===== src/rtl/down_seq_checker_sat_cnt8.sv =====
// ----------------------------------------------------------------------------
// sat_cnt8
// 8-bit event counter.
//   clk    : clock
//   clear  : synchronous active-low clear (to 0), highest priority
//   inc_i  : add one on this edge
//   cnt_o  : current count
// SAT=1 holds the count at 255; SAT=0 rolls over from 255 to 0.
// ----------------------------------------------------------------------------
module sat_cnt8 #(
  parameter bit SAT = 1'b1
) (
  input  logic       clk,
  input  logic       clear,
  input  logic       inc_i,
  output logic [7:0] cnt_o
);

  logic [7:0] cnt_q;
  logic       at_max;

  assign at_max = (cnt_q == 8'hFF);

  always_ff @(posedge clk) begin
    if (!clear) begin
      cnt_q <= 8'd0;
    end else if (inc_i && !(SAT && at_max)) begin
      cnt_q <= cnt_q + 8'd1;
    end
  end

  assign cnt_o = cnt_q;

endmodule


===== config.mk =====
export PLATFORM = sky130hd
export DESIGN_NAME = sat_cnt8
export DESIGN_NICKNAME = d
export VERILOG_FILES = /design/src/rtl/down_seq_checker_sat_cnt8.sv
export SDC_FILE = /design/constraint.sdc
export NUM_CORES = 1
export LEC_CHECK = 0
export ABC_AREA = 1
export CORE_AREA = 5 5 42 44
export CTS_CLUSTER_DIAMETER = 40
export DETAILED_ROUTE_END_ITERATION = 7
export DIE_AREA = 0 0 47 49
export GPL_TIMING_DRIVEN = 0
export HOLD_SLACK_MARGIN = 0.02
export PLACE_DENSITY = 0.61
export SLEW_MARGIN = 20
export SYNTH_ARGS = -nofsm -noshare
export SYNTH_HDL_FRONTEND = slang
export SYNTH_SLANG_ARGS = --single-unit

===== constraint.sdc =====
create_clock -name clk -period 2.5 [get_ports clk]
set_input_delay 0.375 -clock clk [delete_from_list [all_inputs] [get_ports clk]]
set_output_delay 0.375 -clock clk [all_outputs]
set_load 0.1 [all_outputs]

Word-level counts from Yosys, hierarchy flattened
Index checks and enable logic that the tools add are counted.
{"block": "op_classes", "eq_ne": 1, "n_addsub": 1, "reduce_logical": 2}
{"cell": "8-bit by 1-bit adder with 8-bit output, second input constant", "n": 1}
{"cell": "8-bit equality test, second input constant", "n": 1}
{"cell": "1-bit logical AND", "n": 1}
{"cell": "1-bit logical NOT", "n": 1}
{"block": "totals", "inputBits": 3, "word_cells": 5, "register_bits": 8}

Depth between registers and ports, before layout
Gate-level depths: netlist of the first run.
{"block": "logic_depth", "ltp_word": 3, "depth_mapped": 8}

Worst setup path before layout of the first run
Ideal clock, no wire load.
{"block": "synth_timing", "kind": "register to register", "from": "register cnt_q[0], in the netlist cnt_o[0]", "to": "register cnt_q[5], in the netlist cnt_o[5]", "setup_time_ns": 0.118, "stages_incl_launch_ff": 8, "t_arrival_ns": 1.854, "setup_slack_ns": 0.528, "n_path_buf": 1, "required_time_ns": 2.382, "path_cell_list": "dfxtp_1 -> ha_1 -> inv_1 -> nor2_1 -> nand2_1 -> buf_6 -> a21oi_1 -> nor2_1"}
{"block": "synth_via", "elab_chain_cells": 3}
{"item": "start, declared", "line_no": "19", "rtl": "logic [7:0] cnt_q;"}
{"item": "start signal, assigned", "line_no": "28", "rtl": "cnt_q <= cnt_q + 8'd1;"}
{"item": "branches (longest 3 deep; another with 8-bit by 1-bit adder with 8-bit output)"}
Several ways; the timed one is not identified.
A chain may end at the register's enable or synchronous reset.

Final worst setup path of the first run
{"block": "layout_timing", "from": "register cnt_q[2], in the netlist cnt_o[2]", "to": "output cnt_o[2]"}
{"item": "end, declared", "line_no": "16", "rtl": "output logic [7:0] cnt_o"}
No word-level cell between the ends.

==> run metrics, run 1 <==
minimum period implied by the final worst setup slack 2.23 ns; max_slew headroom 35.1%; Achievable Freq 0.449 GHz; Seq. cell area 160 µm²; nets 90; Final Skew 0.00129 ns; post-route setup TNS 0 ns; Core Rows 14; post-detailed-route wirelength per cell 10.4 µm; Setup crit start kind flop; CP bufs+invs 1; Cell Area, Synth 478 µm²; Logic pwr share 16.4%; final worst-path cycle share 89.1%; crit path DAT 1.85 ns; max-slew violations 0; GP Congestion 0.721; worst-path fanout max 6; Avg Synthesized Cell Area 6.55 µm²; clk_lat worst skew 0.26 ns; TritonCTS clock tree built; Leak 0.000249 µW; Routed WL 1.04 mm; Inserted Clock Buffers 3; Die Footprint 0.00230 mm²; die height 49 µm; Crit. End Element output pin; register area share after synthesis 33.5%; Synth cell types 14; Multi-input gate area 262 µm²; share of layout cells above drive strength 1 13.1%; via count 453; core outline area 0.00140 mm²; routed vias/inst 4.53; fillcell total 157; pin count of the biggest net entering global routing 11; I/O Buffers 8; peak supply drop 0.317 mV; Root Driver clkbuf_4; Final Hold Fails 0; Flop pwr share 46.9%; cts hold-fix bufs 0; Yosys warnings 0; n_diodes 0; residual DRC count 0; Total Routing Usage GR 10.3%; Die Wd 47 µm; Worst path slowest cell clkdlybuf4s50_1; hold crit path type input port to flop; Switching Share 30.7%; CP top delay family buffers and inverters; Max Cap Viol 0; P&R area growth vs syn 25.7%; drt pass-1 iters 4; Starting Density 34.1%; clk buf depth 2; Psw 88.4 µW; H-tree depth 1; # IOs 11; ANT nets after route 0; CP peak stage delay 1.17 ns; slew at the pin closest to its max-slew limit 0.970 ns; Mapped Cells 73; setup bufs post-CTS 0; GR Overflow Total 0; WHS 0.392 ns; Clock power frac 36.7%; Mapped Nets 77; status finished clean; initial drt markers 8; number of flip-flops in the largest register 8; post_cts resized 0; initial antenna violation count 0; Seq cells post-synth 8; RSZ-0062 raised after global routing false; Power Dens Cells 479 mW/mm²; HPWL Detailed 750 µm; Int Power 199 µW; final setup fails 0; WP data required 2.12 ns; CP Class flop to output pin; critical path cell sequence clkdlybuf4s50_1; number of global-route vias before repair 366; CTS sink count 8; Worst-path clk slew 0.06 ns; global-route wire length before repair 1.64 mm
## power by group through the flow
stage	clock, µW	combinational (µW)	sequential (µW)
after floorplan	0	15.9	159
after global placement	0	46.8	138
after detailed placement	0	47.2	138
after CTS	109	47.4	135
after global routing	116	49.6	135
final	105	47.2	135
## placed cells by master (no fill, tap or decap)
master	Yosys	routed
a21oi_1	7	7
buf_4	2	2
buf_6	1	1
clkbuf_4	0	3
clkdlybuf4s50_1	0	8
dfxtp_1	8	8
ha_1	1	1
inv_1	8	8
nand2_1	21	21
nand2_2	1	1
nand3_1	6	6
nand3_2	1	1
nand3b_1	2	2
nor2_1	12	12
nor2_2	1	1
nor2_4	2	2
## metal layers
layer | GRT usage (%) | wire (µm) | vias up
li1 | - | - | 250
met1 | 13.7 | 505 | 191
met2 | 12.9 | 452 | 8
met3 | 2.21 | 36 | 4
met4 | 9.68 | 47 | 0
met5 | 0 | 0 | -
## logic make-up (layout without fill, tap and decap cells)
group | after synthesis | after routing | share of synthesized area [%]
buf+inv | 11 | 22 | 11.8
simple gates | 46 | 46 | 44.8
compound gates | 7 | 7 | 7.33
fa+ha+maj | 1 | 1 | 2.62
flops | 8 | 8 | 33.5
## path summary, 6_finish.rpt
path	start	slack [ns]	to	cells after the start
setup / recovery	cnt_o[2]	0.27	cnt_o[2]	1
hold / removal	clear	0.39	cnt_o[6]	3
setup reg to reg	cnt_o[0]	1.15	cnt_o[5]	7
hold reg to reg	cnt_o[5]	0.55	cnt_o[5]	2
## synthesized netlist by cell type
cell | n | area, µm²
nor2_4 | 2 | 22.5
nand3_2 | 1 | 10.0
ha_1 | 1 | 12.5
a21oi_1 | 7 | 35.0
buf_6 | 1 | 11.3
nand2_2 | 1 | 6.26
nand2_1 | 21 | 78.8
buf_4 | 2 | 15.0
inv_1 | 8 | 30.0
nand3b_1 | 2 | 15.0
dfxtp_1 | 8 | 160
nor2_2 | 1 | 6.26
nand3_1 | 6 | 30.0
nor2_1 | 12 | 45.0
## metrics by stage
step                      cells  instance area (µm²)  utilization (%)  setup WS, ns  total power, µW
after floorplan              73                  478                -         0.528              175
after global placement       97                  578             41.3         0.552              184
after detailed placement     97                  578             41.3         0.547              185
after CTS                   100                  601             42.9         0.260              291
after global routing        100                  601             42.9         0.220              301
final                       100                  601             42.9         0.273              287
## cell type report
class	instances	share of cell area (%)
multi-input combinational	54	43.5
sequential	8	26.7
timing repair buffer	8	13.3
inverter	8	5.00
buffer	3	4.38
clock buffer	3	3.75
tap	16	3.33
No activity file was read; power rests on OpenSTA's default activity.
==> inputs of run 2 (changes only) <==
CTS_CLUSTER_DIAMETER = not set   (was 40)
REMOVE_ABC_BUFFERS = 1   (was not set)
==> run 2 against run 1 <==
Cell area shrank 1.0%. Final cell count is 1.0% lower. Setup slack better by 0.0021 ns. Clock power is essentially flat. Combinational power is essentially flat. First-iteration DRC count shrank 75%. Power shrank 0.50%. Clock skew grew 0.0020 ns. Fmax hardly changed. Die area did not move. Core utilization is 0.45 points lower. Critical path type unchanged.
==> run metrics, run 2 (synthesis gave the netlist of run 1 again) <==
status finished clean; CP top delay family buffers and inverters; Flop pwr share 47.1% (+0.2 points); most frequent cells in the layout nand2_1, nor2_1, clkdlybuf4s50_1; initial antenna violation count 0 (unchanged); crit path DAT 1.85 ns (about the same); routed vias/inst 4.42 (-2.3%); hold crit path type flop to flop; Leak 0.000241 µW (-3.1%); CP bufs+invs 1 (unchanged); Die Wd 47 µm (unchanged); Final Skew 0.00324 ns (+0.00195 ns); GR Overflow Total 0 (unchanged); Die Footprint 0.00230 mm² (unchanged); Starting Density 34.1% (unchanged); worst-path fanout max 6 (unchanged); number of global-route vias before repair 419 (+14%); CP Depth 1 (unchanged); post_cts resized 0 (unchanged); share of layout cells above drive strength 1 9.64% (-3.5 points); CP peak stage delay 1.17 ns (about the same); Worst-path clk slew 0.06 ns (about the same); final setup fails 0 (unchanged); drt pass-1 iters 4 (unchanged); TritonCTS clock tree built; CP Class flop to output pin; Switching Share 30.2% (-0.50 points); ANT nets after route 0 (unchanged); Inserted Clock Buffers 3 (unchanged); final worst-path cycle share 89.0% (about the same); CTS sink count 8 (unchanged); setup bufs post-CTS 0 (unchanged); Final Hold Fails 0 (unchanged); max-slew violations 0 (unchanged); Design Area, Final 594 µm² (-1.0%); n_diodes 0 (unchanged); Max Cap Viol 0 (unchanged); Total Routing Usage GR 9.44% (-0.86 points); clk buf depth 2 (unchanged); max_slew headroom 35.1% (+0.044 points); HPWL Detailed 713 µm (-5.0%); post-detailed-route wirelength per cell 9.53 µm (-8.5%); cts hold-fix bufs 0 (unchanged); WP data required 2.12 ns (about the same); Routed WL 943 µm (-9.4%); DP Area 572 µm² (-1.1%); Core Rows 14 (unchanged); RSZ-0062 raised after global routing false; I/O Buffers 10 (+2); Worst path slowest cell clkdlybuf4s50_1; GP Congestion 0.733 (+1.8%); P&R area growth vs syn 24.3%; pin count of the biggest net entering global routing 12 (+1); peak supply drop 0.210 mV (-34%); critical path cell sequence clkdlybuf4s50_1; global-route wire length before repair 1.64 mm (-0.43%); most common cell after layout, fill and taps aside nand2_1; core outline area 0.00140 mm² (unchanged); Logic pwr share 16.6% (+0.2 points); Root Driver clkbuf_4; H-tree depth 1 (unchanged); # IOs 11 (unchanged); residual DRC count 0 (unchanged); Psw 86.5 µW (-2.1%); Cells on Worst Hold Path 2 (-1); minimum period implied by the final worst setup slack 2.23 ns (-0.00211 ns); Worst Reg-to-Reg Cells 7 (unchanged); Setup crit start kind flop; Power Dens Cells 481 mW/mm² (+0.55%); initial drt markers 2 (-6); die height 49 µm (unchanged); via count 438 (-3.3%); nets 89 (-1.1%); Int Power 199 µW (+0.22%); Clock power frac 36.3% (-0.4 points); fillcell total 155 (-1.3%); number of flip-flops in the largest register 8 (unchanged); Achievable Freq 0.449 GHz (about the same); clk_lat worst skew 0.26 ns (about the same); Crit. End Element output pin; post-route setup TNS 0 ns (unchanged); slew at the pin closest to its max-slew limit 0.970 ns (-0.000660 ns)
[run 2: changes by cell type in the layout (fill, tap and decap cells not counted), sizes merged]
cell           before  now
buf                 3    0
clkdlybuf4s50       8   10
[run 2: per-stage QoR]
stage	power, µW	hold slack [ns]	worst slack, ns	instances	utilization (%)
5_1_grt	301	0.558	0.223	99	42.4
3_3_place_gp	185	0.510	0.551	96	40.8
4_1_cts	292	0.534	0.272	99	42.4
2_1_floorplan	171	0.495	0.502	70	-
6_report	286	0.537	0.275	99	42.4
3_5_place_dp	185	0.518	0.564	96	40.8
[run 2: power by group through the flow]
stage	combinational [µW]	sequential, µW	clock, µW
6_report	47.5	135	104
5_1_grt	50.9	135	115
4_1_cts	47.9	135	109
3_5_place_dp	47.7	137	0
3_3_place_gp	47.4	137	0
2_1_floorplan	11.2	159	0
[run 2: layer usage]
layer	part of all wire [%]	track usage (%)	vias up
met2	46	15.2	9
met1	49	11.4	182
met5	0	0	-
met3	4.9	2.21	0
li1	-	-	247
met4	0	4.15	0
[run 2: final timing paths]
| path | start | end | slack, ns |
|---|---|---|---|
| worst max register to register | cnt_o[0] | cnt_o[1] | 1.09 |
| worst min register to register | cnt_o[5] | cnt_o[5] | 0.54 |
| worst min-delay path | cnt_o[5] | cnt_o[5] | 0.54 |
| worst max-delay path | cnt_o[3] | cnt_o[3] | 0.27 |
[run 2: worst register-to-register path, cell delays in order (launching register included)]
cell	delay, ns
dfxtp_1	0.41
ha_1	0.24
inv_1	0.06
nor2_1	0.09
nand2_1	0.23
nand3b_1	0.17
nand2_1	0.06
nor2_1	0.08
[run 2: layout make-up]
class / count / area, µm² / share of cell area, %
Sequential cell: 8 / 160 / 26.9
Clock buffer: 3 / 22.5 / 3.79
Inverter: 8 / 30.0 / 5.05
Timing Repair Buffer: 10 / 100 / 16.8
Multi-Input combinational cell: 54 / 262 / 44.0
Tap cell: 16 / 20.0 / 3.37
